**config.mk**
```make
export PLATFORM = sky130hd
export DESIGN_NAME = input_debounce2
export DESIGN_NICKNAME = d
export VERILOG_FILES = /design/src/rtl/in_cond_pkg.sv /design/src/rtl/debounce_ch.sv /design/src/rtl/input_debounce2.sv
export SDC_FILE = /design/constraint.sdc
export NUM_CORES = 1
export LEC_CHECK = 0
export CAP_MARGIN = 0
export CORE_UTILIZATION = 40
export DETAILED_ROUTE_END_ITERATION = 8
export REMOVE_ABC_BUFFERS = 1
export SYNTH_ARGS = -nofsm -noshare
export SYNTH_HDL_FRONTEND = slang
export SYNTH_SLANG_ARGS = --single-unit
export TNS_END_PERCENT = 1
```
**constraint.sdc**
```tcl
create_clock -name clk -period 1.43 [get_ports clk]
set_clock_uncertainty 0.2 [all_clocks]
set_input_delay 0.2145 -clock clk [delete_from_list [all_inputs] [get_ports clk]]
set_output_delay 0.2145 -clock clk [all_outputs]
set_load 0.05 [all_outputs]
```
**src/rtl/in_cond_pkg.sv**
```systemverilog
// Shared constants and helpers for the ui_in input conditioner.
package in_cond_pkg;

  localparam int unsigned SYNC_STAGES_DEF     = 2;
  localparam int unsigned DEBOUNCE_CYCLES_DEF = 4;

  // Counter must hold 0 .. cycles-1 without wrapping.
  function automatic int unsigned cnt_width(input int unsigned cycles);
    return $clog2(cycles + 1);
  endfunction

endpackage

```
**src/rtl/debounce_ch.sv**
```systemverilog
// One input channel: synchroniser chain, persistence counter, stable level
// and single-cycle edge pulses.
module debounce_ch
  import in_cond_pkg::*;
#(
  parameter int unsigned SYNC_STAGES     = SYNC_STAGES_DEF,
  parameter int unsigned DEBOUNCE_CYCLES = DEBOUNCE_CYCLES_DEF
) (
  input  logic clk,
  input  logic rst,
  input  logic raw,
  output logic lvl,
  output logic rise,
  output logic fall
);

  localparam int unsigned     CW       = cnt_width(DEBOUNCE_CYCLES);
  localparam logic [CW-1:0]   CNT_LAST = CW'(DEBOUNCE_CYCLES - 1);

  logic [SYNC_STAGES-1:0] sync;
  logic [CW-1:0]          cnt;
  logic                   s;

  assign s = sync[SYNC_STAGES-1];

  always_ff @(posedge clk) begin
    if (rst) begin
      sync <= '0;
      cnt  <= '0;
      lvl  <= 1'b0;
      rise <= 1'b0;
      fall <= 1'b0;
    end else begin
      sync <= {sync[SYNC_STAGES-2:0], raw};
      rise <= 1'b0;
      fall <= 1'b0;
      if (s != lvl) begin
        // Accept only after the new value has persisted long enough.
        if (cnt == CNT_LAST) begin
          lvl  <= s;
          cnt  <= '0;
          rise <= s;
          fall <= ~s;
        end else begin
          cnt <= cnt + CW'(1);
        end
      end else begin
        // Returning to the stable level discards any partial count.
        cnt <= '0;
      end
    end
  end

endmodule

```
**src/rtl/input_debounce2.sv**
```systemverilog
// Two-channel conditioner feeding C_AND: ui_in[1:0] in, clean a/b levels out.
module input_debounce2
  import in_cond_pkg::*;
#(
  parameter int unsigned SYNC_STAGES     = SYNC_STAGES_DEF,
  parameter int unsigned DEBOUNCE_CYCLES = DEBOUNCE_CYCLES_DEF
) (
  input  logic       clk,
  input  logic       rst,
  input  logic [1:0] raw_i,
  output logic       a_o,
  output logic       b_o,
  output logic [1:0] rise_o,
  output logic [1:0] fall_o
);

  logic [1:0] lvl;

  for (genvar k = 0; k < 2; k++) begin : g_ch
    debounce_ch #(
      .SYNC_STAGES     (SYNC_STAGES),
      .DEBOUNCE_CYCLES (DEBOUNCE_CYCLES)
    ) u_ch (
      .clk  (clk),
      .rst  (rst),
      .raw  (raw_i[k]),
      .lvl  (lvl[k]),
      .rise (rise_o[k]),
      .fall (fall_o[k])
    );
  end

  assign a_o = lvl[0];
  assign b_o = lvl[1];

endmodule
```
==> impl_metrics.tcl <==
set metrics [dict create \
    postCtsHoldBufs 0 \
    drc 0 \
    final_common_cell "dfxtp_1" \
    start_util_pct 44.21 \
    cts.repair.resized 0 \
    dp_worst_setup_slack_ps 11.83 \
    crit_top_cell "ha_1" \
    fin_crit_sh_pct 94.47 \
    cp_max_fo 6 \
    antenna_left 0 \
    cts_setup_buffers 0 \
    hold_viol 0 \
    worstSetupStartpointType "register" \
    setup_violations 0 \
    ir_drop_uv 702.9 \
    via_count 334 \
    routed_wirelength_um 777 \
    path_cells "ha_1 -> ha_1 -> nor4_1" \
    syn_area_um2 596.8 \
    ys_warn_count 0 \
    via_per_inst 4.639 \
    yosysSeqAreaShare_pct 53.67 \
    numPortBuffers 9 \
    antenna_found_initial 0 \
    drive_gt1_share_pct 35.09 \
    rsz0062_at_grt "yes" \
    drt_iter0_drc 4 \
    endpoint_kind "register" \
    grt_util_all_layers_pct 11.64 \
    clkLatencyLatePin_ps 280 \
    synthCells 47 \
    gp_congestion 0.6085 \
    die-area_um2 1650 \
    wl_per_cell_um 10.79 \
    core_um2 1350 \
    overflow 0 \
    slew_violations 0 \
    crit_type "reg2reg" \
    status "finished, final reports clean" \
    routed-wl-met2_um 345 \
    htreeDepth 1 \
    num_rows 13 \
    cts_max_path_buffers 2 \
    area_delta_synth_final_pct 31.45 \
    dr_wl_met3_um 25 \
    layout_common_cells "dfxtp_1 (16), buf_12 (6), and4bb_2 (4)" \
    fin_nets 66 \
    routedLengthMet1_um 406 \
    clk_pin_slew_worst_paths_ps 90 \
    clock_sinks 16 \
    cp.required_ps 1420 \
    slew_headroom_pct 75.50 \
    maxCapViolCount 0 \
    min_period_ps 1351 \
    timing.hold.ws_ps 239.9 \
    num-fill-cells 126 \
    fin_setup_tns_ps 0 \
    arrival_ps 1340 \
    worst_path_largest_cell_delay_ps 330 \
    finalInstanceArea_um2 784.5 \
    die_h_um 40.63 \
    grt_pass1_vias 301 \
    ys_types 13 \
    crit_slowest_cell "dfxtp_1" \
    place_area_um2 739.5 \
    cts-root-buf "clkbuf_4" \
    cts_tree "built" \
    hp-class "reg2reg" \
    top_level_ports 10 \
    p_leak_nw 0.2987 \
    grt_max_degree 11 \
    max_freq_ghz 0.7403 \
    dr.max_layer_used "met3" \
    pwr_density_cell_nw_per_um2 993.3 \
    first_pass_iters 2 \
    worst_pin_slew_ps 364.8 \
    grt_pass1_wl_mm 1.221 \
    numCtsBuffers 3 \
    die_w_um 40.63 \
    syn_area_per_cell_um2 12.70 \
    n_antenna_cell 0 \
    timing.final.ws_setup_ps 79.11 \
    ys_ff_latch 16 \
]
==> worst max-delay path, delay by kind of cell, from the launching register on <==
family,cells,cell delay (ps)
adders and majority gates,2,450
DFF,1,330
and+or+nand+nor,1,290
==> stage by stage <==
stage / total power, W / cells / utilization (%)
after global placement: 0.0004946 / 68 / 54.77
after global routing: 0.0008148 / 72 / 58.11
after detailed placement: 0.0004968 / 68 / 54.77
after floorplan: 0.0004763 / 42 / -
after CTS: 0.0007839 / 72 / 57.46
final: 0.0007792 / 72 / 58.11
==> Yosys cell counts <==
library cell	number	share of area [%]
inv_1	2	1.3
buf_6	1	1.9
buf_4	4	5.0
nor4_1	4	4.2
and2b_1	2	2.5
and4bb_2	4	8.4
nor2b_1	2	2.1
dfxtp_1	16	54
nor2_1	2	1.3
nor4b_2	2	5.0
ha_1	4	8.4
xnor2_1	2	2.9
mux2i_1	2	3.4
==> final timing paths <==
path | start | cells after the start | to | slack (ps)
setup / recovery | g_ch[0].u_ch.cnt[0]$_SDFF_PP0_ | 3 | g_ch[0].u_ch.cnt[0]$_SDFF_PP0_ | 80
hold / removal | g_ch[0].u_ch.cnt[0]$_SDFF_PP0_ | 1 | g_ch[0].u_ch.cnt[0]$_SDFF_PP0_ | 240
hold reg to reg | g_ch[0].u_ch.cnt[0]$_SDFF_PP0_ | 1 | g_ch[0].u_ch.cnt[0]$_SDFF_PP0_ | 240
setup reg to reg | g_ch[0].u_ch.cnt[0]$_SDFF_PP0_ | 3 | g_ch[0].u_ch.cnt[0]$_SDFF_PP0_ | 80
==> kinds of logic (layout without fill, tap and decap cells) <==
logic type	after synthesis	count (layout)	share of synthesized area, %
XOR/XNOR	2	2	2.936
adder cells (fa/ha/maj)	4	4	8.386
buffers and inverters	7	17	8.177
flip-flops	16	16	53.67
multiplexers	2	2	3.354
AND/OR/NAND/NOR	16	16	23.48
==> sequential cells by signal, indices dropped and copies added, names as in the netlist <==
name / cells
g_ch.u_ch.fall: 2
g_ch.u_ch.cnt: 6
g_ch.u_ch.sync: 4
g_ch.u_ch.rise: 2
g_ch.u_ch.lvl: 2
==> power breakdown <==
part / internal, W / switching [W] / total (W)
clock network: 0.000155 / 0.000138 / 0.000293
registers: 0.000452 / 0.00000377 / 0.000456
logic: 0.0000186 / 0.0000118 / 0.0000303
total: 0.000626 / 0.000154 / 0.000779
==> per-layer routing <==
layer  vias up  global-route usage [%]
met3         0                   4.891
li1        179                       -
met1       151                   15.20
met5         -                       0
met4         0                   5.000
met2         4                   16.67
==> area by class of cell <==
cell class,instances,area (um^2),share of cell area (%)
Clock buffer,4,36.28,4.625
Timing Repair Buffer,11,165.2,21.05
Multi-Input combinational cell,24,236.5,30.14
Sequential cell,16,320.3,40.83
Inverter,2,7.507,0.9569
Tap cell,15,18.77,2.392
Power figures use the tool's default switching activity.
